File: src/rtl/ext_pipe.sv
// rtl/ext_pipe.sv - two-stage pipelined immediate extender with valid/ready handshakes
// S1 holds the raw immediate and mode, S2 holds the extended result and error flag.
module ext_pipe #(
  parameter int IMM_W = 16,
  parameter int OUT_W = 32,
  parameter int CNT_W = 16
) (
  input  logic             clk,
  input  logic             reset,
  input  logic             in_valid,
  output logic             in_ready,
  input  logic [IMM_W-1:0] imm,
  input  logic [2:0]       EOp,
  output logic             out_valid,
  input  logic             out_ready,
  output logic [OUT_W-1:0] ext,
  output logic             err,
  output logic [CNT_W-1:0] done_cnt
);

  localparam int PAD = OUT_W - IMM_W;

  localparam logic [2:0] MODE_SX    = 3'b000;
  localparam logic [2:0] MODE_ZX    = 3'b001;
  localparam logic [2:0] MODE_HI    = 3'b010;
  localparam logic [2:0] MODE_SX_S2 = 3'b011;
  localparam logic [2:0] MODE_ZX_S2 = 3'b100;
  localparam logic [2:0] MODE_B8    = 3'b101;

  logic             s1_valid;
  logic [IMM_W-1:0] s1_imm;
  logic [2:0]       s1_eop;
  logic             s2_valid;
  logic             s1_load;
  logic             s2_load;

  logic [OUT_W-1:0] sx;
  logic [OUT_W-1:0] zx;
  logic [OUT_W-1:0] hi;
  logic [OUT_W-1:0] b8;
  logic [OUT_W-1:0] ext_d;
  logic             err_d;

  assign out_valid = s2_valid;
  assign s2_load   = s1_valid && (!s2_valid || out_ready);
  assign in_ready  = !s1_valid || !s2_valid || out_ready;
  assign s1_load   = in_valid && in_ready;

  assign sx = {{PAD{s1_imm[IMM_W-1]}}, s1_imm};
  assign zx = {{PAD{1'b0}}, s1_imm};
  assign hi = {s1_imm, {PAD{1'b0}}};

  // Narrow immediates have no byte to pick; fall back to a plain sign-extend.
  generate
    if (IMM_W >= 8) begin : g_b8
      assign b8 = {{(OUT_W-8){s1_imm[7]}}, s1_imm[7:0]};
    end else begin : g_b8_narrow
      assign b8 = sx;
    end
  endgenerate

  always_comb begin
    ext_d = '0;
    err_d = 1'b0;
    case (s1_eop)
      MODE_SX:    ext_d = sx;
      MODE_ZX:    ext_d = zx;
      MODE_HI:    ext_d = hi;
      MODE_SX_S2: ext_d = sx << 2;
      MODE_ZX_S2: ext_d = zx << 2;
      MODE_B8:    ext_d = b8;
      default:    err_d = 1'b1;
    endcase
  end

  always_ff @(posedge clk or posedge reset) begin
    if (reset) begin
      s1_valid <= 1'b0;
      s1_imm   <= '0;
      s1_eop   <= '0;
      s2_valid <= 1'b0;
      ext      <= '0;
      err      <= 1'b0;
      done_cnt <= '0;
    end else begin
      if (s1_load) begin
        s1_imm   <= imm;
        s1_eop   <= EOp;
        s1_valid <= 1'b1;
      end else if (s2_load) begin
        s1_valid <= 1'b0;
      end
      if (s2_load) begin
        ext      <= ext_d;
        err      <= err_d;
        s2_valid <= 1'b1;
      end else if (out_ready) begin
        s2_valid <= 1'b0;
      end
      if (s2_valid && out_ready)
        done_cnt <= done_cnt + {{(CNT_W-1){1'b0}}, 1'b1};
    end
  end

endmodule

File: config.mk
export PLATFORM = sky130hd
export DESIGN_NAME = ext_pipe
export DESIGN_NICKNAME = d
export VERILOG_FILES = /design/src/rtl/ext_pipe.sv
export SDC_FILE = /design/constraint.sdc
export NUM_CORES = 1
export LEC_CHECK = 0
export CORE_UTILIZATION = 45
export DETAILED_ROUTE_END_ITERATION = 7
export DONT_BUFFER_PORTS = 1
export GPL_TIMING_DRIVEN = 1
export PLACE_DENSITY = 0.59
export SKIP_LAST_GASP = 1
export SYNTH_ARGS = -nofsm -noshare
export SYNTH_HDL_FRONTEND = slang
export SYNTH_SLANG_ARGS = --single-unit
File: constraint.sdc
create_clock -name clk -period 4.34 [get_ports clk]
set_input_delay 0.868 -clock clk [delete_from_list [all_inputs] [get_ports clk]]
set_output_delay 0.868 -clock clk [all_outputs]
set_load 0.05 [all_outputs]
==> flow_summary.toml <==
[run_status]
status = "completed"

[grt]
antenna_found_initial = 0
top_usage_layer = "met2"
grt_overflow = 0
use_met1 = 0.268
grt_max_degree = 47
track_usage = 0.196
met2_usage = 0.294
grt_use_met3 = 0.0697
grt_pass1_vias = 2099
grt_pass1_wl_um = 11100

[setup_path]
critical-path-top-delay-family = "flip-flops"
reg2reg_from = "out_valid"
crit_fanout = 5
arrival_ns = 1.65
cp_num_buf_inv = 0
reg2reg_slack_ns = 1.90
cp.depth = 1
cp_slowest_cell = "dfrtp_1"
cp-end-kind = "output pin"
r2r-end = "s1_imm[12]"
cp_data_required_time_ns = 3.47
setup.worst_path.class = "reg2out"
slowest_delay_ns = 0.70
worstPathCellList = "nand3b_1"
r2r_cells = 3
critPathLaunchType = "register"

[synthesis]
ys_seq_area_frac = 0.532
syn_inst = 304
netlist-cell-type-count = 37
syn_avg_cell_area_um2 = 10.8
syn_nets = 328
ys_seq_elements = 70
ys_warn_count = 0
syn-cell-area_um2 = 3290

[detailed_routing]
wl_per_cell_um = 17.5
routed_wl_um = 7000
drc = 0
antenna_left = 0
drtPass1Iterations = 4
vias = 2208
vias_per_cell = 5.53
drt_iter0_markers = 131

[final_layout]
area_growth_pct = 6.99
layout_common_cells = "dfrtp_1 (70), nand2_1 (28), o21ai_0 (25)"
seqCellArea_um2 = 1750
utilization = 0.507
layout_commonest_cell = "dfrtp_1"
drive_gt1_frac = 0.185
nNetsFinal = 322
num_antenna_cells = 0
multi_input_area_um2 = 1410
layout.cells.non_filler = 399
fillers = 666

[clocking]
post_cts_buffers = 0
tritoncts = "yes"
cts_inserted_buffers = 9
root_buffer = "clkbuf_8"
insertion_delay_ns = 0.34
htree_levels = 3
clkTransAtPathRegs_ns = 0.07
cts_resized = 0
cts_hold_buf = 0
ctsLongestPathBuffers = 2
clkSinkCount = 70

[floorplan]
initial_core_util = 0.474
die_x_um = 87.5
placeableCoreArea_um2 = 6940
die_y_um = 87.5
dieArea_um2 = 7660
ioPinCount = 74
row_count = 30

[timing]
rsz0062_at_grt = "false"
setup_viol = 0
period_share = 0.579
tightest_slew_ns = 1.13
finalHoldViolations = 0
hold-worst-slack_ns = 0.500
setup_tns_ns = 0
skew_ns = 0.0121
finalMaxSlewViolations = 0
clock.fmax_mhz = 398
min_period_ns = 2.51
slew_headroom = 0.246

[pwr]
power_mw = 2.15
p_per_area_nw_per_um2 = 610
power.leakage_nw = 1.48
ir_worst_vdd_mv = 0.394

[min_path]
hold_path_depth = 1
holdPathEnd = "out_valid"
hp-start = "s1_valid"
hold_class = "reg2reg"

[placed_design]
dp.cells = 383
dp_hpwl_um = 4840
portBuffers = 0
globalplace.congestion = 0.744

[run]
cap_violations = 0
-- synthesized netlist by cell type --
cell type | instances | area share
o21ai_1 | 8 | 0.012
nor3_1 | 1 | 0.0015
nand4_1 | 3 | 0.0057
dfrtp_1 | 70 | 0.53
nor2b_1 | 14 | 0.027
nand3_1 | 6 | 0.0091
a21oi_1 | 18 | 0.027
inv_1 | 5 | 0.0057
buf_6 | 1 | 0.0034
nand2_1 | 28 | 0.032
and4_1 | 1 | 0.0027
a22o_1 | 2 | 0.0053
and2_1 | 4 | 0.0076
or2b_1 | 1 | 0.0023
buf_2 | 10 | 0.015
o21ai_2 | 1 | 0.0027
o21ai_0 | 25 | 0.038
buf_4 | 5 | 0.011
nand3b_1 | 2 | 0.0046
nor2_1 | 6 | 0.0068
nand2b_1 | 10 | 0.019
a21oi_2 | 11 | 0.029
and3_1 | 2 | 0.0038
o22a_1 | 14 | 0.037
xnor2_1 | 11 | 0.029
ha_1 | 1 | 0.0038
xor2_1 | 4 | 0.011
a22oi_1 | 6 | 0.014
mux2i_1 | 2 | 0.0061
o21a_1 | 2 | 0.0046
nor3_4 | 1 | 0.0049
mux2_2 | 21 | 0.072
nand2_2 | 2 | 0.0038
clkbuf_1 | 3 | 0.0034
nand3_2 | 1 | 0.0030
a31oi_1 | 1 | 0.0019
or3_1 | 1 | 0.0019
-- how the worst max path moves through the flow --
stage	to	slack, ns	startpoint
after floorplan	done_cnt[0]	1.70	reset
final	in_ready	1.83	out_valid
after CTS	in_ready	1.80	out_valid
after global placement	ext[19]	1.78	out_ready
after global routing	ext[23]	1.72	out_valid
after detailed placement	ext[20]	1.76	out_ready
-- layout make-up --
| class | instances | share of cell area |
|---|---|---|
| multi-input combinational | 210 | 0.401 |
| clock inverter | 2 | 0.00355 |
| tap | 96 | 0.0341 |
| timing repair buffer | 2 | 0.00426 |
| sequential | 70 | 0.497 |
| inverter | 5 | 0.00533 |
| clock buffer | 14 | 0.0547 |
-- layer usage --
layer / vias to the layer above / share of wire
li1: 1055 / -
met1: 1084 / 0.46
met2: 64 / 0.47
met3: 5 / 0.069
met4: 0 / 0.0067
met5: - / 0
-- sequential cells by signal (all words and copies together), names as in the netlist --
name	flops
s1_imm	16
s1_valid	1
ext	32
out_valid	1
s1_eop	3
done_cnt	16
err	1
-- where the power goes --
group,total [mW],internal [mW],switching (mW)
Sequential,1.29,0.774,0.517
Clock,0.524,0.285,0.239
Combinational,0.335,0.157,0.178
Total,2.15,1.22,0.934
-- stage by stage --
| stage | worst slack [ns] | instance area (um2) |
|---|---|---|
| 2_1_floorplan | 1.70 | 3290 |
| 3_3_place_gp | 1.78 | 3320 |
| 3_5_place_dp | 1.76 | 3320 |
| 4_1_cts | 1.80 | 3520 |
| 5_1_grt | 1.72 | 3520 |
| 6_report | 1.83 | 3520 |
-- cell families (layout without fill, tap and decap cells) --
family                   after synthesis  in the layout  synth area share
AO/OA/AOI/OAI                         88             88             0.172
XOR/XNOR                              15             15            0.0399
AND/OR/NAND/NOR                       83             83             0.135
multiplexers                          23             23            0.0779
flip-flops                            70             70             0.532
buffers and inverters                 24             23            0.0391
adder cells (fa/ha/maj)                1              1           0.00380
Note: power is estimated with default switching activity, not from simulation.
